<file path="config.mk">
export PLATFORM = sky130hd
export DESIGN_NAME = btn_conditioner
export DESIGN_NICKNAME = d
export VERILOG_FILES = /design/src/rtl/clk_pkg.sv /design/src/rtl/btn_channel.sv /design/src/rtl/btn_conditioner.sv
export SDC_FILE = /design/constraint.sdc
export NUM_CORES = 1
export LEC_CHECK = 0
export ABC_AREA = 1
export CORE_ASPECT_RATIO = 2
export CORE_MARGIN = 2
export CORE_UTILIZATION = 45
export DETAILED_ROUTE_END_ITERATION = 6
export GPL_TIMING_DRIVEN = 0
export PLACE_DENSITY_LB_ADDON = 0.3
export RECOVER_POWER = 50
export REMOVE_ABC_BUFFERS = 1
export SETUP_SLACK_MARGIN = 0.1
export SLEW_MARGIN = 20
export SYNTH_ARGS = -nofsm -noshare
export SYNTH_HDL_FRONTEND = slang
export SYNTH_SLANG_ARGS = --single-unit
export TNS_END_PERCENT = 5
</file>
<file path="constraint.sdc">
create_clock -name clk -period 6.2 [get_ports clk]
set_input_delay 0.62 -clock clk [delete_from_list [all_inputs] [get_ports clk]]
set_output_delay 0.62 -clock clk [all_outputs]
set_load 0.05 [all_outputs]
</file>
<file path="src/rtl/clk_pkg.sv">
// Shared types and default timing constants for the clock front-end blocks.
package clk_pkg;

   // Per-button hold/auto-repeat state.
   typedef enum logic [1:0] {
      IDLE,
      HELD,
      REPEAT
   } btn_state_t;

   // Defaults assume a 100 MHz system clock and a 1 kHz sample tick.
   localparam int unsigned DEF_NUM_BTN      = 5;
   localparam int unsigned DEF_TICK_DIV     = 100000;
   localparam int unsigned DEF_DEB_TICKS    = 10;
   localparam int unsigned DEF_HOLD_TICKS   = 500;
   localparam int unsigned DEF_REPEAT_TICKS = 100;

   // Width of a counter that must be able to hold the value 'limit'.
   function automatic int unsigned cnt_width(input int unsigned limit);
      return $clog2(limit + 1);
   endfunction

endpackage

</file>
<file path="src/rtl/btn_channel.sv">
// One button channel: 2-FF synchroniser, tick-based debouncer and the
// press / release / auto-repeat state machine. All outputs are registered.
module btn_channel
   import clk_pkg::*;
#(
   parameter int unsigned DEB_TICKS    = DEF_DEB_TICKS,
   parameter int unsigned HOLD_TICKS   = DEF_HOLD_TICKS,
   parameter int unsigned REPEAT_TICKS = DEF_REPEAT_TICKS
) (
   input  logic clk,
   input  logic rst,
   input  logic tick,
   input  logic btn,
   output logic level,
   output logic press,
   output logic rel,
   output logic rep,
   output logic long_hold
);

   localparam int unsigned DW = cnt_width(DEB_TICKS);
   localparam int unsigned HW = cnt_width(HOLD_TICKS);
   localparam int unsigned RW = cnt_width(REPEAT_TICKS);

   // A counter holding the *_LAST value decides on the next tick.
   localparam logic [DW-1:0] DEB_LAST  = DW'(DEB_TICKS - 1);
   localparam logic [HW-1:0] HOLD_LAST = HW'(HOLD_TICKS - 1);
   localparam logic [RW-1:0] REP_LAST  = RW'(REPEAT_TICKS - 1);

   logic          sync_meta;
   logic          sync;
   logic [DW-1:0] deb_cnt;
   logic [HW-1:0] hold_cnt;
   logic [RW-1:0] rep_cnt;
   logic          flip;
   logic          rise;
   logic          fall;
   btn_state_t    state;

   // Bring the raw asynchronous input into the clk domain.
   always_ff @(posedge clk or posedge rst) begin
      if (rst) begin
         sync_meta <= 1'b0;
         sync      <= 1'b0;
      end else begin
         sync_meta <= btn;
         sync      <= sync_meta;
      end
   end

   // Decide on this tick whether the debounced level changes, so the FSM
   // can raise its strobes in the same cycle the level register moves.
   always_comb begin
      flip = tick && (sync != level) && (deb_cnt >= DEB_LAST);
      rise = flip && !level;
      fall = flip && level;
   end

   // Debounce: count consecutive disagreeing ticks, toggle level at the limit.
   always_ff @(posedge clk or posedge rst) begin
      if (rst) begin
         deb_cnt <= '0;
         level   <= 1'b0;
      end else if (tick) begin
         if (sync != level) begin
            if (deb_cnt >= DEB_LAST) begin
               level   <= ~level;
               deb_cnt <= '0;
            end else begin
               deb_cnt <= deb_cnt + 1'b1;
            end
         end else begin
            deb_cnt <= '0;
         end
      end
   end

   // Press / hold / auto-repeat FSM with registered single-cycle strobes.
   always_ff @(posedge clk or posedge rst) begin
      if (rst) begin
         state     <= IDLE;
         hold_cnt  <= '0;
         rep_cnt   <= '0;
         press     <= 1'b0;
         rel       <= 1'b0;
         rep       <= 1'b0;
         long_hold <= 1'b0;
      end else begin
         press <= 1'b0;
         rel   <= 1'b0;
         rep   <= 1'b0;
         case (state)
            IDLE: begin
               if (rise) begin
                  press    <= 1'b1;
                  rep      <= 1'b1;
                  hold_cnt <= '0;
                  state    <= HELD;
               end
            end
            HELD: begin
               if (fall) begin
                  rel   <= 1'b1;
                  state <= IDLE;
               end else if (tick) begin
                  if (hold_cnt >= HOLD_LAST) begin
                     rep       <= 1'b1;
                     long_hold <= 1'b1;
                     rep_cnt   <= '0;
                     state     <= REPEAT;
                  end else begin
                     hold_cnt <= hold_cnt + 1'b1;
                  end
               end
            end
            REPEAT: begin
               // A release on a repeat tick wins: no rep in that cycle.
               if (fall) begin
                  rel       <= 1'b1;
                  long_hold <= 1'b0;
                  state     <= IDLE;
               end else if (tick) begin
                  if (rep_cnt >= REP_LAST) begin
                     rep     <= 1'b1;
                     rep_cnt <= '0;
                  end else begin
                     rep_cnt <= rep_cnt + 1'b1;
                  end
               end
            end
            default: begin
               state     <= IDLE;
               long_hold <= 1'b0;
            end
         endcase
      end
   end

endmodule

</file>
<file path="src/rtl/btn_conditioner.sv">
// Multi-channel push-button conditioner: shared sample-tick generator plus
// one btn_channel per button. The release strobe port is named 'rel'
// because 'release' is a reserved word in SystemVerilog.
module btn_conditioner
   import clk_pkg::*;
#(
   parameter int unsigned NUM_BTN      = DEF_NUM_BTN,
   parameter int unsigned TICK_DIV     = DEF_TICK_DIV,
   parameter int unsigned DEB_TICKS    = DEF_DEB_TICKS,
   parameter int unsigned HOLD_TICKS   = DEF_HOLD_TICKS,
   parameter int unsigned REPEAT_TICKS = DEF_REPEAT_TICKS
) (
   input  logic               clk,
   input  logic               rst,
   input  logic [NUM_BTN-1:0] btn,
   output logic [NUM_BTN-1:0] level,
   output logic [NUM_BTN-1:0] press,
   output logic [NUM_BTN-1:0] rel,
   output logic [NUM_BTN-1:0] rep,
   output logic [NUM_BTN-1:0] long_hold
);

   localparam int unsigned     TW        = $clog2(TICK_DIV);
   localparam logic [TW-1:0]   TICK_LAST = TW'(TICK_DIV - 1);

   logic [TW-1:0] tick_cnt;
   logic          tick;

   // Shared sample tick: one registered pulse each time the divider wraps.
   always_ff @(posedge clk or posedge rst) begin
      if (rst) begin
         tick_cnt <= '0;
         tick     <= 1'b0;
      end else if (tick_cnt == TICK_LAST) begin
         tick_cnt <= '0;
         tick     <= 1'b1;
      end else begin
         tick_cnt <= tick_cnt + 1'b1;
         tick     <= 1'b0;
      end
   end

   for (genvar i = 0; i < NUM_BTN; i++) begin : g_ch
      btn_channel #(
         .DEB_TICKS    (DEB_TICKS),
         .HOLD_TICKS   (HOLD_TICKS),
         .REPEAT_TICKS (REPEAT_TICKS)
      ) u_ch (
         .clk       (clk),
         .rst       (rst),
         .tick      (tick),
         .btn       (btn[i]),
         .level     (level[i]),
         .press     (press[i]),
         .rel       (rel[i]),
         .rep       (rep[i]),
         .long_hold (long_hold[i])
      );
   end

endmodule

</file>
* After elaboration in Yosys (flattened, before gate mapping) *
Index checks and enable logic that the tools add are counted.

cells by class
  muxes and demuxes = 182
  equal/unequal tests = 66
  bitwise operators = 10
  $lt $le $gt $ge = 15
  $add $sub $neg = 16
  reduce and logical (&&, ||, !) cells = 70

operators with widths
  cell                                                      number
  two-way mux 7 bit                                         30
  two-way mux 9 bit                                         20
  one-hot mux 9 bit (2 select lines)                        5
  two-way mux 1 bit                                         71
  one-hot mux 7 bit (2 select lines)                        5
  two-way mux 2 bit                                         25
  inequality test 2 bit, second input constant              25
  AND reduction 5 bit                                       10
  adder 9 x 1 -> 9 bit, second input constant               5
  greater-or-equal comparator 9 bit, second input constant  5
  two-way mux 4 bit                                         10
  adder 7 x 1 -> 7 bit, second input constant               5
  greater-or-equal comparator 7 bit, second input constant  5
  inequality test 2 x 1 -> 1 bit, second input constant     15
  one-hot mux 1 bit (3 select lines)                        10
  one-hot mux 2 bit (3 select lines)                        5
  AND reduction 6 bit                                       5
  adder 4 x 1 -> 4 bit, second input constant               5
  greater-or-equal comparator 4 bit, second input constant  5
  logical AND 1 bit                                         20
  AND reduction 4 bit                                       5
  nonzero test 2 bit                                        10
  adder 17 x 1 -> 17 bit, second input constant             1
  == test 17 bit, second input constant                     1
  other kinds (11)                                          56

word-level totals
  word-level logic and storage cells = 416
  flip-flop bits (word level) = 163
  bits of input ports = 7
  output and inout port bits = 25

* Logic depth before layout (Yosys ltp) *
  word-level depth = 6
  depth in mapped cells = 13
  gate-level depth less buffers = 13

* By module *
From an unflattened synthesis, not the netlist that was laid out.

second synthesis, totals
  cell total of the unflattened synthesis = 1352
  area, all modules = 10595.2 µm²

modules (own cells, without submodules)
  module                           cells an instance  times used  area each (µm²)  sequential area each (µm²)
  btn_channel at g_ch[0].u_ch ...  241                4           1926.8           725.7
  btn_channel at g_ch[4].u_ch      243                1           1888.1           725.7
  btn_conditioner                  145                1           999.7            450.4

* Worst setup path before layout *
Ideal clock, no wire load.

  path kind = register to register
  from = reg g_ch[1].u_ch.state[1]
  to = reg g_ch[1].u_ch.hold_cnt[3]
  arrival time = 1.601 ns
  slack = 4.482 ns
  buffers on the path = 1
  stages on the path, launching flop included = 11
  setup time = 0.117 ns
  clock period less this slack = 1.718 ns
  required time = 6.083 ns
  path through = dfrtp_1 -> inv_1 -> ha_1 -> buf_4 -> clkinv_1 -> nand2_1 -> o21ai_0 -> a21oi_4 -> nand2_4 -> nand2_1 -> nand2_1

between the ends
  longest elaborated chain between the ends = 3
  elaborated cells between the ends (all ways) = 9
  those cells by class = 5 x eq/ne; 1 x mux; 3 x reduce/logical

RTL lines
  item                                                           RTL line            source
  start, declared                                                btn_channel.sv:38   btn_state_t state;
  start signal, assigned                                         btn_channel.sv:81   state <= IDLE;
  start signal, assigned                                         btn_channel.sv:98   state <= HELD;
  start signal, assigned                                         btn_channel.sv:104  state <= IDLE;
  == test 2 x 1 -> 1 bit or zero test 2 bit (tied branches)      btn_channel.sv:92   case (state)
  inequality test 2 bit (no line), or another cell as far along  --
  AND reduction 5 bit (no line)                                  --
  end signal, assigned                                           btn_channel.sv:112  hold_cnt <= hold_cnt + 1'b1;
  end, declared                                                  btn_channel.sv:33   logic [HW-1:0] hold_cnt;

Parallel ways exist; a longest one is shown, timed or not.
A chain may end at the register's enable or synchronous reset.

* Worst setup path after layout *
  from = reg tick
  to = reg g_ch[4].u_ch.rep_cnt[5]

between the ends
  longest elaborated chain between the ends = 5
  elaborated cells between the ends (all ways) = 8
  those cells by class = 4 x eq/ne; 4 x reduce/logical

RTL lines
  item                             RTL line               source
  start, declared                  btn_conditioner.sv:27  logic tick;
  start signal, assigned           btn_conditioner.sv:33  tick <= 1'b0;
  start signal, assigned           btn_conditioner.sv:36  tick <= 1'b1;
  start signal, assigned           btn_conditioner.sv:39  tick <= 1'b0;
  logical AND 1 bit (2 in series)  btn_channel.sv:54      flip = tick && (sync != level) && (deb_cnt >= DEB_LAST);
  logical AND 1 bit                btn_channel.sv:56      fall = flip && level;
  inequality test 2 bit (no line)  --
  AND reduction 6 bit (no line) *  --
  end signal, assigned             btn_channel.sv:127     rep_cnt <= rep_cnt + 1'b1;
  end, declared                    btn_channel.sv:34      logic [RW-1:0] rep_cnt;

Mark *: on every way between the ends. The rest lies on a longest branch, timed or not.

==> impl_metrics.csv <==
group,metric,value,unit
floorplan,dieWidth,108,um
finish,fillers,2154,
floorplan,die_y,213,um
finish,layout-drive-gt1-share,0.0708,
synthesis,seq_area_frac_synth,0.416,
global_route,antenna_found_initial,0,
power_and_ir_drop,p_leak,5.05,nW
clocking,cts_resized,0,
floorplan,num_rows,76,
synthesis,ys_ff_latch,163,
finish,fin_area,10700,um^2
finish,final_common_cell,"nand2_1",
timing,hold_violations,0,
synthesis,yosys_warnings,0,
power_and_ir_drop,vdd_ir_drop_max,0.149,mV
timing,period_minus_slack,3560,ps
clocking,cts_max_path_buffers,2,
global_route,grt_max_degree,84,
timing,slew_violations,81,
floorplan,start_util,0.456,
clocking,clkLatencyLatePin,430,ps
routing,routed_via_density,5.21,
timing,fin_skew,11.3,ps
timing,tightestPinTransition,3620,ps
routing,ant_nets,0,
global_route,grt.overflow.total,0,
synthesis,muxShareOfSynthArea,0.00102,
floorplan,io_pins,32,
finish,area_growth,9.26,%
routing,wl,19.8,mm
timing,worst_slack,2640,ps
clocking,clkTransAtPathRegs,70,ps
routing,dr_total_vias,8119,
timing,max_freq,0.281,GHz
routing,drc,0,
timing,slew_headroom,-1.43,
place,pre_cts_ws,3260,ps
clocking,postCtsSetupRepairBufs,0,
worst_setup_path,startpoint_type,"flip-flop",
synthesis,synth_top_family_by_area,"simple AND/OR/NAND/NOR gates",
timing,setup_viol,0,
synthesis,netlist_area,9800,um^2
finish,layout_common_cells,"nand2_1 (356), dfrtp_1 (163), inv_1 (130), nor2_1 (118), nand3_1 (115)",
finish,diodes,0,
clocking,cts_hold_buf,0,
place,hpwl,14.1,mm
timing,post-route-period-util,0.574,
routing,wl_per_cell,12.7,um
worst_setup_path,required,6520,ps
routing,dr.pass1.iters,7,
global_route,grt.total_usage,0.185,
synthesis,syn_inst,1271,
run,drv_cap,1,
worst_setup_path,cp_data_arrival_time,3880,ps
hold_path,worstHoldPathType,"reg -> reg",
clocking,cts_tree,"built",
clocking,h-tree-depth,4,
place,gp_congestion,0.843,
status,status,"finished, violations left",
timing,rsz0062_at_grt,"false",
floorplan,die-area,23000,um^2
worst_setup_path,endpoint_kind,"flip-flop",
timing,fin_setup_tns,0,ps
power_and_ir_drop,powerDensity,200,nW/um^2
synthesis,avgSynthCellArea,7.71,um^2
place,io_buffers,31,
synthesis,synth_fa_ha_area_frac,0.0587,
clocking,cts_buffers,17,
synthesis,synth-xor-area-share,0.0223,
synthesis,synthDistinctLibCells,46,
worst_setup_path,worstSetupPathType,"reg -> reg",
finish,fin_nets,1325,
global_route,grt_pass1_vias,7986,
floorplan,core_area,21500,um^2
worst_setup_path,cp_max_fo,35,
routing,drt_iter0_drc,431,
clocking,cts_root_buf,"clkbuf_16",
power_and_ir_drop,finalPower,2.14,mW
synthesis,synthSimpleGateAreaFrac,0.333,
synthesis,synth-compound-area-share,0.0811,
global_route,grt_first_pass_wirelength,34.8,mm
clocking,cts.sinks,163,
place,placed_cell_area,10200,um^2
status,violations,"max-capacitance violations, max-slew violations",
-- worst max-delay path, stage by stage (launching register included) --
cell,delay (ps)
dfrtp_1,1250
clkinv_1,1050
o21ai_1,690
nand3_2,260
nand2_1,120
nand2_1,60
-- area by class of cell --
cell class                      count  area (um^2)  area share
Tap cell                          273          342      0.0319
Clock inverter                     15          156      0.0146
Sequential cell                   163         4080       0.381
Inverter                          139          523      0.0488
Clock buffer                       17          425      0.0397
Multi-Input combinational cell    919         4840       0.452
Timing Repair Buffer               32          338      0.0315
-- cells by family (layout without fill, tap and decap cells) --
kind of cell               Yosys count  in the layout
and+or+nand+nor                    717            717
buffers and inverters              189            203
DFF                                163            163
AOI/OAI and AO/OA                  130            130
adders and majority gates           46             46
xor gates and xnor gates            25             25
muxes                                1              1
-- per-layer routing --
layer  global-route usage  up-vias  routed length (um)
li1                     -     4135                   -
met1                0.194     3858                7860
met2                0.353       90               11000
met3               0.0360       36                 433
met4               0.0765        0                 499
met5                    0        -                   0
-- report_power, final --
part / internal (mW) / switching (mW)
registers: 1.07 / 0.00160
clock network: 0.595 / 0.452
logic: 0.00561 / 0.0222
total: 1.67 / 0.476
-- through the flow --
stage | utilization | hold slack [ps] | cells
2_1_floorplan | - | 331 | 1221
3_3_place_gp | 0.471 | 336 | 1525
3_5_place_dp | 0.473 | 340 | 1526
4_1_cts | 0.500 | 354 | 1558
5_1_grt | 0.498 | 367 | 1558
6_report | 0.498 | 353 | 1558
-- cell usage after synthesis, drive strengths merged --
| master | number | area share |
|---|---|---|
| o22ai | 4 | 0.0026 |
| nor3 | 13 | 0.0066 |
| nor4b | 1 | 0.00089 |
| a21boi | 1 | 0.00077 |
| ha | 46 | 0.059 |
| o21a | 1 | 0.00077 |
| a31oi | 2 | 0.0013 |
| nand2 | 366 | 0.14 |
| nor4 | 3 | 0.0019 |
| buf | 41 | 0.031 |
| nand4 | 66 | 0.043 |
| a21o | 1 | 0.00077 |
| a31o | 2 | 0.0018 |
| o21bai | 4 | 0.0031 |
| a41oi | 3 | 0.0027 |
| xnor2 | 7 | 0.0063 |
| nand3b | 5 | 0.0038 |
| inv | 137 | 0.052 |
| mux2i | 1 | 0.0010 |
| dfrtp | 163 | 0.42 |
| clkbuf | 9 | 0.0034 |
| o2111ai | 1 | 0.00089 |
| o31ai | 1 | 0.00077 |
| nor3b | 6 | 0.0046 |
| o211ai | 3 | 0.0023 |
| nor2 | 127 | 0.055 |
| clkinv | 2 | 0.00077 |
| or2 | 5 | 0.0032 |
| nand3 | 124 | 0.071 |
| and2 | 1 | 0.00064 |
| o21ai | 65 | 0.037 |
| xor2 | 18 | 0.016 |
| a21oi | 42 | 0.026 |
-- path summary, 6_finish.rpt --
path                       depth (start not counted)                              endpoint                             start  slack [ps]
max reg2reg                                        5   g_ch[4].u_ch.rep_cnt[5]$_DFFE_PP0P_                    tick$_DFF_PP0_        2640
min reg2reg                                        0           g_ch[2].u_ch.sync$_DFF_PP0_  g_ch[2].u_ch.sync_meta$_DFF_PP0_         350
min                                                0           g_ch[2].u_ch.sync$_DFF_PP0_  g_ch[2].u_ch.sync_meta$_DFF_PP0_         350
min in group asynchronous                          2      g_ch[1].u_ch.sync_meta$_DFF_PP0_                               rst        1710
max                                                5   g_ch[4].u_ch.rep_cnt[5]$_DFFE_PP0P_                    tick$_DFF_PP0_        2640
max in group asynchronous                          2  g_ch[3].u_ch.hold_cnt[1]$_DFFE_PP0P_                               rst        2870
-- sequential cells by signal, summed over array words and instances (netlist names), 10 cells and up --
register	count
tick_cnt	17
g_ch.u_ch.rep_cnt	35
g_ch.u_ch.hold_cnt	45
g_ch.u_ch.state	10
g_ch.u_ch.deb_cnt	20
No activity file was read; power rests on OpenSTA's default activity.
